--- src/rtl/poly_chord_trigger.sv ---
// poly_chord_trigger: debounced chord gate, per-voice frequency derivation,
// optional strum sequencing and a saturating serial voice mixer.
module poly_chord_trigger #(
  parameter int NUM_VOICES      = 3,
  parameter int DATA_BITS       = 12,
  parameter int DEBOUNCE_CYCLES = 16000,
  parameter int STRUM_TICKS     = 0,
  parameter int MIX_SHIFT       = 1
) (
  input  logic                             clk,
  input  logic                             rst,
  input  logic                             sample_tick,
  input  logic                             gate_n_in,
  input  logic [15:0]                      root_freq,
  input  logic [1:0]                       chord_mode,
  output logic [NUM_VOICES-1:0]            voice_gate,
  output logic [16*NUM_VOICES-1:0]         voice_freq,
  input  logic [DATA_BITS*NUM_VOICES-1:0]  voice_din,
  output logic signed [DATA_BITS-1:0]      mix_out,
  output logic                             mix_valid
);

  localparam int DW = $clog2(DEBOUNCE_CYCLES + 1);
  localparam int SW = (STRUM_TICKS > 0) ? $clog2(STRUM_TICKS + 1) : 1;
  localparam int IW = (NUM_VOICES > 1) ? $clog2(NUM_VOICES) : 1;
  localparam int MW = $clog2(NUM_VOICES + 1);
  localparam int AW = DATA_BITS + 3;

  localparam logic signed [AW-1:0] C_MAX = {4'b0000, {(DATA_BITS-1){1'b1}}};
  localparam logic signed [AW-1:0] C_MIN = {4'b1111, {(DATA_BITS-1){1'b0}}};

  typedef enum logic [1:0] {ST_IDLE, ST_STRUM, ST_HOLD} state_t;

  genvar gi;

  // The inversion stage is registered, giving three flops between pin and counter.
  logic            r_sync1, r_sync2, r_s, r_deb;
  logic [DW-1:0]   r_deb_cnt;

  always_ff @(posedge clk or posedge rst) begin
    if (rst) begin
      r_sync1   <= 1'b1;
      r_sync2   <= 1'b1;
      r_s       <= 1'b0;
      r_deb     <= 1'b0;
      r_deb_cnt <= '0;
    end else begin
      r_sync1 <= gate_n_in;
      r_sync2 <= r_sync1;
      r_s     <= ~r_sync2;
      if (r_s == r_deb) begin
        r_deb_cnt <= '0;
      end else if (r_deb_cnt == DW'(DEBOUNCE_CYCLES - 1)) begin
        r_deb     <= r_s;
        r_deb_cnt <= '0;
      end else begin
        r_deb_cnt <= r_deb_cnt + DW'(1);
      end
    end
  end

  function automatic logic [9:0] f_mult(input logic [1:0] mode, input int j);
    logic [9:0] m;
    m = 10'd256;
    case (mode)
      2'b00:   m = (j == 0) ? 10'd256 : (j == 1) ? 10'd323 : 10'd384;
      2'b01:   m = (j == 0) ? 10'd256 : (j == 1) ? 10'd304 : 10'd384;
      2'b10:   m = (j == 0) ? 10'd256 : (j == 1) ? 10'd384 : 10'd512;
      default: m = 10'd256;
    endcase
    return m;
  endfunction

  logic [16*NUM_VOICES-1:0] w_freq;

  generate
    for (gi = 0; gi < NUM_VOICES; gi++) begin : g_freq
      logic [26:0] w_scaled;
      assign w_scaled = ((27'(root_freq) * 27'(f_mult(chord_mode, gi % 3))) >> 8) << (gi / 3);
      assign w_freq[16*gi +: 16] = (w_scaled > 27'h00FFFF) ? 16'hFFFF : w_scaled[15:0];
    end
  endgenerate

  state_t                   r_state, w_state_next;
  logic [NUM_VOICES-1:0]    r_gate, w_gate_next;
  logic [SW-1:0]            r_strum_cnt, w_strum_cnt_next;
  logic [IW-1:0]            r_idx, w_idx_next;
  logic [16*NUM_VOICES-1:0] r_voice_freq;
  logic                     w_latch;

  always_ff @(posedge clk or posedge rst) begin
    if (rst) begin
      r_state      <= ST_IDLE;
      r_gate       <= '0;
      r_strum_cnt  <= '0;
      r_idx        <= '0;
      r_voice_freq <= '0;
    end else begin
      r_state     <= w_state_next;
      r_gate      <= w_gate_next;
      r_strum_cnt <= w_strum_cnt_next;
      r_idx       <= w_idx_next;
      if (w_latch) r_voice_freq <= w_freq;
    end
  end

  always_comb begin
    w_state_next     = r_state;
    w_gate_next      = r_gate;
    w_strum_cnt_next = r_strum_cnt;
    w_idx_next       = r_idx;
    w_latch          = 1'b0;
    case (r_state)
      ST_IDLE: begin
        if (r_deb) begin
          w_latch          = 1'b1;
          w_strum_cnt_next = '0;
          if (STRUM_TICKS == 0 || NUM_VOICES == 1) begin
            w_gate_next  = '1;
            w_state_next = ST_HOLD;
          end else begin
            w_gate_next  = NUM_VOICES'(1);
            w_idx_next   = IW'(1);
            w_state_next = ST_STRUM;
          end
        end
      end
      ST_STRUM: begin
        // Release always wins over a pending strum step.
        if (!r_deb) begin
          w_gate_next  = '0;
          w_state_next = ST_IDLE;
        end else if (sample_tick) begin
          if (r_strum_cnt == SW'(STRUM_TICKS - 1)) begin
            w_gate_next      = r_gate | (NUM_VOICES'(1) << r_idx);
            w_strum_cnt_next = '0;
            w_idx_next       = r_idx + IW'(1);
            if (r_idx == IW'(NUM_VOICES - 1)) w_state_next = ST_HOLD;
          end else begin
            w_strum_cnt_next = r_strum_cnt + SW'(1);
          end
        end
      end
      ST_HOLD: begin
        if (!r_deb) begin
          w_gate_next  = '0;
          w_state_next = ST_IDLE;
        end
      end
      default: w_state_next = ST_IDLE;
    endcase
  end

  logic signed [DATA_BITS-1:0] w_din [NUM_VOICES];

  generate
    for (gi = 0; gi < NUM_VOICES; gi++) begin : g_din
      assign w_din[gi] = voice_din[DATA_BITS*gi +: DATA_BITS];
    end
  endgenerate

  logic                        r_busy;
  logic [MW-1:0]               r_mix_cnt;
  logic signed [AW-1:0]        r_acc;
  logic signed [DATA_BITS-1:0] r_cap [NUM_VOICES];
  logic signed [DATA_BITS-1:0] r_mix_out;
  logic                        r_mix_valid;
  logic signed [AW-1:0]        w_shifted;
  logic signed [DATA_BITS-1:0] w_sat;

  assign w_shifted = r_acc >>> MIX_SHIFT;
  assign w_sat = (w_shifted > C_MAX) ? C_MAX[DATA_BITS-1:0] :
                 (w_shifted < C_MIN) ? C_MIN[DATA_BITS-1:0] : w_shifted[DATA_BITS-1:0];

  // One voice is accumulated per clock; the count reaching NUM_VOICES marks the output cycle.
  always_ff @(posedge clk or posedge rst) begin
    if (rst) begin
      r_busy      <= 1'b0;
      r_mix_cnt   <= '0;
      r_acc       <= '0;
      r_mix_out   <= '0;
      r_mix_valid <= 1'b0;
      for (int k = 0; k < NUM_VOICES; k++) r_cap[k] <= '0;
    end else begin
      r_mix_valid <= 1'b0;
      if (!r_busy) begin
        if (sample_tick) begin
          r_busy    <= 1'b1;
          r_mix_cnt <= '0;
          r_acc     <= '0;
          for (int k = 0; k < NUM_VOICES; k++) r_cap[k] <= w_din[k];
        end
      end else if (r_mix_cnt == MW'(NUM_VOICES)) begin
        r_mix_out   <= w_sat;
        r_mix_valid <= 1'b1;
        r_busy      <= 1'b0;
      end else begin
        r_acc     <= r_acc + AW'(r_cap[r_mix_cnt[IW-1:0]]);
        r_mix_cnt <= r_mix_cnt + MW'(1);
      end
    end
  end

  assign voice_gate = r_gate;
  assign voice_freq = r_voice_freq;
  assign mix_out    = r_mix_out;
  assign mix_valid  = r_mix_valid;

endmodule
--- config.mk ---
export PLATFORM = sky130hd
export DESIGN_NAME = poly_chord_trigger
export DESIGN_NICKNAME = d
export VERILOG_FILES = /design/src/rtl/poly_chord_trigger.sv
export SDC_FILE = /design/constraint.sdc
export NUM_CORES = 1
export LEC_CHECK = 0
export CORE_MARGIN = 2
export CORE_UTILIZATION = 55
export DETAILED_ROUTE_END_ITERATION = 10
export MAX_ROUTING_LAYER = met4
export PLACE_DENSITY = 0.78
export SLEW_MARGIN = 10
export SYNTH_ARGS = -nofsm -noshare
export SYNTH_HDL_FRONTEND = slang
export SYNTH_SLANG_ARGS = --single-unit
--- constraint.sdc ---
create_clock -name clk -period 5.8 [get_ports clk]
set_input_delay 1.16 -clock clk [delete_from_list [all_inputs] [get_ports clk]]
set_output_delay 1.16 -clock clk [all_outputs]
set_load 0.02 [all_outputs]
==> results.toml, run 1 <==
[run_status]
outcome = "completed"

[setup_path]
r2r_start = "r_mix_cnt[0]$_DFFE_PP0P_"
path_class = "input port to flop"
crit_chain = "clkdlybuf4s50_1, buf_4, nand2_1, fa_1, fa_1, inv_1, fa_1, inv_1, fa_1, inv_1, ha_4, nand3_2, o21ai_2, nor4_2, o21a_4, o31a_4, mux2i_4, a211o_1"
cp.arrival_ns = 5.98
rr_worst_depth = 13
critical_path.max_fanout = 6
rrSetupSlack_ns = 2.41
cp-start-kind = "input port"
slowest_stage = "clkdlybuf4s50_1"
critical_path_required_ns = 6.11
end_kind = "flop"
r2r_end = "r_acc[14]$_DFFE_PP0P_"
cp_common_cell = "fa_1"
cpPeakStageDelay_ns = 0.58

[drt]
via_per_inst = 5.35
wire_per_inst_um = 15.7
routed-via-count = 8718
drtIter0Drc = 293
first_pass_iters = 5
drt-total-wl_um = 25600
remaining_drc_errors = 0
ant_nets = 0

[global_routing]
grt_util_all_layers = 0.252
antenna_found_initial = 1
grt_pass1_wl_um = 42900
grt_pass1_vias = 9058
grt_max_degree = 99
gr-total-overflow = 0

[clock_network]
clk_latency_ns = 0.43
cts_inserted_buffers = 17
cts_buffer_depth = 2
clkSinkCount = 134
htreeDepth = 4
clk_pin_slew_ns = 0.06
holdBufCountCts = 0
cts_tree = "yes"
cts_root_buffer = "clkbuf_16"

[synth]
synth_edf_count = 0
ys.flop_type = "dfrtp_1"
netlist.area_leader.share = 0.292
synthCells = 1112
async_reset_ff_frac = 1.00
synthesis.area_um2 = 11300
synth_seq_area_share = 0.296
syn_area_per_cell_um2 = 10.2
synth_cell_type_count = 60
synth_area_leaders = "dfrtp_1, ha_1, fa_1, inv_1, mux2_2"
ys_ff_latch = 134
ys_warn_count = 0
syn-num-nets = 1409
yosysTopAreaCell = "dfrtp_1"

[die]
core-area_um2 = 20200
die_width_um = 147
die_area_um2 = 21800
pin_count = 122
row_count = 52
start_util = 0.560
die_h_um = 147

[final_layout]
area_delta_synth_final_pct = 28.7
stdcell_area_um2 = 14600
multi_input_comb_area_um2 = 7340
final_cell_mix = "inv_1, ha_1, dfrtp_1"
ff_latch_area_um2 = 3360
final_nets = 1643
layout-drive-gt1-share = 0.208
final_common_cell = "inv_1"
n_fill_cell = 1441

[timing]
finalWorstSetupSlack_ns = 0.124
period_needed_ns = 5.68
maxSlewViolCount = 0
setup_violations = 0
worst_pin_slew_ns = 0.874
hold_viol = 0
max_freq_mhz = 176
clock-skew-final_ns = 0.0105
period_share = 0.979
relSlewSlack = 0.417

[power_and_ir_drop]
p_comb_frac = 0.522
p_seq_frac = 0.263
p_leak_nw = 7.65
p_int_w = 0.00318
max-vdd-ir-drop_v = 0.000333
clkPwrFrac = 0.215
power_density_nw_per_um2 = 359
p_switching_w = 0.00205
switching_share = 0.391

[hold_path]
hold-path-cell-count = 0
min-delay-start = "r_sync1$_DFF_PP1_"
whs_endpoint = "r_sync2$_DFF_PP1_"
hp-class = "flop to flop"

[place]
pre_cts_ws_ns = -0.525
post_dp_cell_area_um2 = 13700
port_buffers = 121
dp.final_hpwl_um = 19600
gp_congestion = 0.879

[flow_run]
max_cap_viol_count = 0
[power by group through the flow]
stage	clock (W)	sequential [W]	combinational, W
floorplan	0	0.00136	0.00188
global placement	0	0.00137	0.00255
detailed placement	0	0.00139	0.00264
CTS	0.00115	0.00137	0.00271
global route	0.00120	0.00140	0.00304
finish	0.00113	0.00137	0.00273
[repair_timing]
item / CTS / global route
pin swaps: 7 / 24
resized for setup: 11 / 38
setup endpoints to repair: 31 / 32
gates cloned: 0 / 3
buffers inserted: 0 / 2
[cells in the mapped netlist (6+ instances only)]
cell      count
inv_1       172
ha_1        156
dfrtp_1     132
nand2_1      85
fa_1         83
nor2_1       61
mux2_2       55
o21ai_0      40
xnor2_1      33
a21oi_1      28
clkbuf_1     27
nand2b_1     25
xor2_1       17
o22a_1       16
a31oi_1      15
a22o_1       14
mux2i_1      13
o22ai_1      13
nor2b_1      12
nor3_1       10
a21o_1        8
and2_1        8
nand3_1       8
and3_1        6
[worst max path at each step]
| stage | from | endpoint | slack (ns) | depth (start not counted) |
|---|---|---|---|---|
| floorplan | chord_mode[1] | voice_freq[23]$_DFFE_PP0P_ | 0.005 | 20 |
| global placement | chord_mode[1] | voice_freq[23]$_DFFE_PP0P_ | -0.42 | 19 |
| detailed placement | chord_mode[1] | voice_freq[28]$_DFFE_PP0P_ | -0.52 | 19 |
| CTS | root_freq[3] | voice_freq[23]$_DFFE_PP0P_ | 0.03 | 19 |
| global route | root_freq[9] | voice_freq[28]$_DFFE_PP0P_ | -0.04 | 19 |
| finish | root_freq[10] | voice_freq[28]$_DFFE_PP0P_ | 0.12 | 18 |
[registers in the layout, indices dropped and copies added, names as in the netlist, 2 cells and up]
name / flops
r_acc: 15
voice_freq: 48
r_deb_cnt: 14
mix_out: 12
r_cap: 36
r_mix_cnt: 2
[metal layers]
layer / up-vias / global-route usage / part of all wire / wire (um)
li1: 4183 / - / - / -
met1: 4321 / 0.298 / 0.41 / 10600
met2: 176 / 0.442 / 0.52 / 13400
met3: 38 / 0.0537 / 0.046 / 1170
met4: 0 / 0.0630 / 0.018 / 463
met5: - / - / 0 / 0
[logic make-up after synthesis]
logic type | synth area share
and+or+nand+nor | 0.103
adders and majority gates | 0.319
buffers and inverters | 0.0723
AOI/OAI and AO/OA | 0.100
DFF | 0.296
muxes | 0.0682
xor gates and xnor gates | 0.0411
[through the flow]
step	std cells	util	hold slack [ns]	setup TNS (ns)	power, W
global placement	1592	0.679	0.347	-11.55	0.00392
detailed placement	1592	0.679	0.349	-15.86	0.00403
finish	1630	0.720	0.359	0	0.00523
global route	1630	0.720	0.364	-0.194	0.00563
CTS	1624	0.712	0.358	0	0.00523
floorplan	1112	-	0.345	0	0.00323
[layout make-up]
cell class | count | area share
inverters | 172 | 0.0447
diodes | 1 | 0.000172
clock buffers | 17 | 0.0292
clock inverters | 15 | 0.0125
repair buffers | 250 | 0.156
multi-input cells | 771 | 0.504
well taps | 270 | 0.0232
flip-flops and latches | 134 | 0.230
[worst max-delay path: cells and delay by family]
family,cells,cell delay [ns]
AO/OA/AOI/OAI,4,1.01
adder cells (fa/ha/maj),5,2.36
buffers and inverters,5,0.98
multiplexers,1,0.22
AND/OR/NAND/NOR,3,0.26
Power figures use the tool's default switching activity.
==> run 2, diff against run 1 <==
- DONT_BUFFER_PORTS: not set -> 1
- MAX_ROUTING_LAYER: met4 -> not set
- PLACE_DENSITY: 0.78 -> 0.7
==> run 2 against run 1 <==
Effect of this change: sequential power grew 4%; clock power decreased by 5%; critical path depth rose by 1; largest power group unchanged.
==> results.toml, run 2 (same netlist as run 1, synthesis figures left out) <==
[run_status]
outcome = "completed"

[global_routing]
grt_pass1_wl_um = 39000
grt_pass1_vias = 8080
grt_max_degree = 86
grt_util_all_layers = 0.224
antenna_found_initial = 2
gr-total-overflow = 0

[drt]
wire_per_inst_um = 16.0
drtIter0Drc = 273
routed-via-count = 7690
ant_nets = 0
drt-total-wl_um = 22500
remaining_drc_errors = 0
via_per_inst = 5.47
first_pass_iters = 5

[final_layout]
final_nets = 1420
instances_no_fill = 1406
area_delta_synth_final_pct = 8.88
largest_register_ffs = 48
stdcell_area_um2 = 12300
final_cell_mix = "inv_1, ha_1, dfrtp_1"
final_common_cell = "inv_1"
layout-drive-gt1-share = 0.127
fin_util = 0.609

[power_and_ir_drop]
p_int_w = 0.00291
p_leak_nw = 6.51
max-vdd-ir-drop_v = 0.000279
switching_share = 0.393
power.total_w = 0.00479
power_density_nw_per_um2 = 389
p_comb_frac = 0.477
p_seq_frac = 0.299
clkPwrFrac = 0.224
p_switching_w = 0.00188

[setup_path]
path_class = "input port to flop"
end_kind = "flop"
critical_path.max_fanout = 10
cp-start-kind = "input port"
cp.arrival_ns = 5.69
critical_path_required_ns = 6.07

[clock_network]
cts_inserted_buffers = 17
clk_latency_ns = 0.43
htreeDepth = 4
cts_root_buffer = "clkbuf_16"
clkSinkCount = 134
post_cts_buffers = 0
cts_tree = "yes"
holdBufCountCts = 0
clk_pin_slew_ns = 0.06
cts_buffer_depth = 2
cts_resized = 0

[timing]
period_needed_ns = 5.42
setup_violations = 0
max_freq_mhz = 185
period_share = 0.934
hold_viol = 0
tns_ns = 0
clock-skew-final_ns = 0.00983
rsz0062_at_grt = "no"
relSlewSlack = 0.448
maxSlewViolCount = 0
worst_pin_slew_ns = 0.824

[die]
die_width_um = 147
die_area_um2 = 21800
core-area_um2 = 20200
pin_count = 122
start_util = 0.560
die_h_um = 147
row_count = 52

[place]
port_buffers = 0
dp.final_hpwl_um = 17500
place_inst = 1374
post_dp_cell_area_um2 = 11800
gp_congestion = 0.842

[hold_path]
hp-class = "flop to flop"

[flow_run]
max_cap_viol_count = 0
## run 2: changes by cell type in the layout (fill, tap and decap cells not counted), moves of 7 or more
cell / change
nand2b_1: +9
buf_4: -94
dlymetal6s2s_1: -7
nand2b_4: -9
inv_1: +7
inv_2: -7
clkdlybuf4s50_1: -112
## run 2: final timing paths
kind / startpoint / end / slack (ns) / depth (start not counted)
worst max register to register: r_mix_cnt[1]$_DFFE_PP0P_ / r_acc[14]$_DFFE_PP0P_ / 2.51 / 11
max in group asynchronous: rst / r_cap[31]$_DFFE_PP0P_ / 3.89 / 2
worst min-delay path: r_sync1$_DFF_PP1_ / r_sync2$_DFF_PP1_ / 0.36 / 0
min in group asynchronous: rst / r_cap[15]$_DFFE_PP0P_ / 0.75 / 1
worst max-delay path: chord_mode[0] / voice_freq[18]$_DFFE_PP0P_ / 0.38 / 19
worst min register to register: r_sync1$_DFF_PP1_ / r_sync2$_DFF_PP1_ / 0.36 / 0
## run 2: worst max-delay path: stages
cell     delay [ns]
and2b_2        0.30
buf_4          0.19
nand2_1        0.08
fa_1           0.51
inv_1          0.06
fa_1           0.51
fa_1           0.57
inv_1          0.07
fa_1           0.53
inv_1          0.05
ha_1           0.21
a21o_1         0.19
a21oi_1        0.13
o21ai_1        0.10
nor4_1         0.26
o21a_4         0.22
o31a_4         0.18
xor2_4         0.26
a31oi_1        0.12
## run 2: per-stage QoR
step / hold WS, ns / worst slack [ns]
3_5_place_dp: 0.348 / -0.0163
3_3_place_gp: 0.348 / 0.0586
2_1_floorplan: 0.345 / 0.00516
4_1_cts: 0.357 / 0.409
5_1_grt: 0.362 / 0.0427
6_report: 0.356 / 0.382
## run 2: layout make-up
class	instances	area, um2
multi-input cells	770	7190
fillers	1714	7910
well taps	270	338
clock buffers	20	457
inverters	172	651
diodes	1	2.50
flip-flops and latches	134	3360
repair buffers	28	223
clock inverters	11	116
## run 2: power by group through the flow
stage          clock, W  sequential, W  combinational [W]
3_5_place_dp          0        0.00145            0.00229
6_report        0.00107        0.00143            0.00228
2_1_floorplan         0        0.00136            0.00188
4_1_cts         0.00110        0.00143            0.00231
3_3_place_gp          0        0.00144            0.00224
5_1_grt         0.00113        0.00147            0.00262
## run 2: per-layer routing
layer	part of all wire	vias to the layer above	GRT usage
li1	-	3721	-
met1	0.43	3800	0.280
met2	0.50	145	0.385
met3	0.056	24	0.0571
met4	0.018	0	0.0707
met5	0	-	0
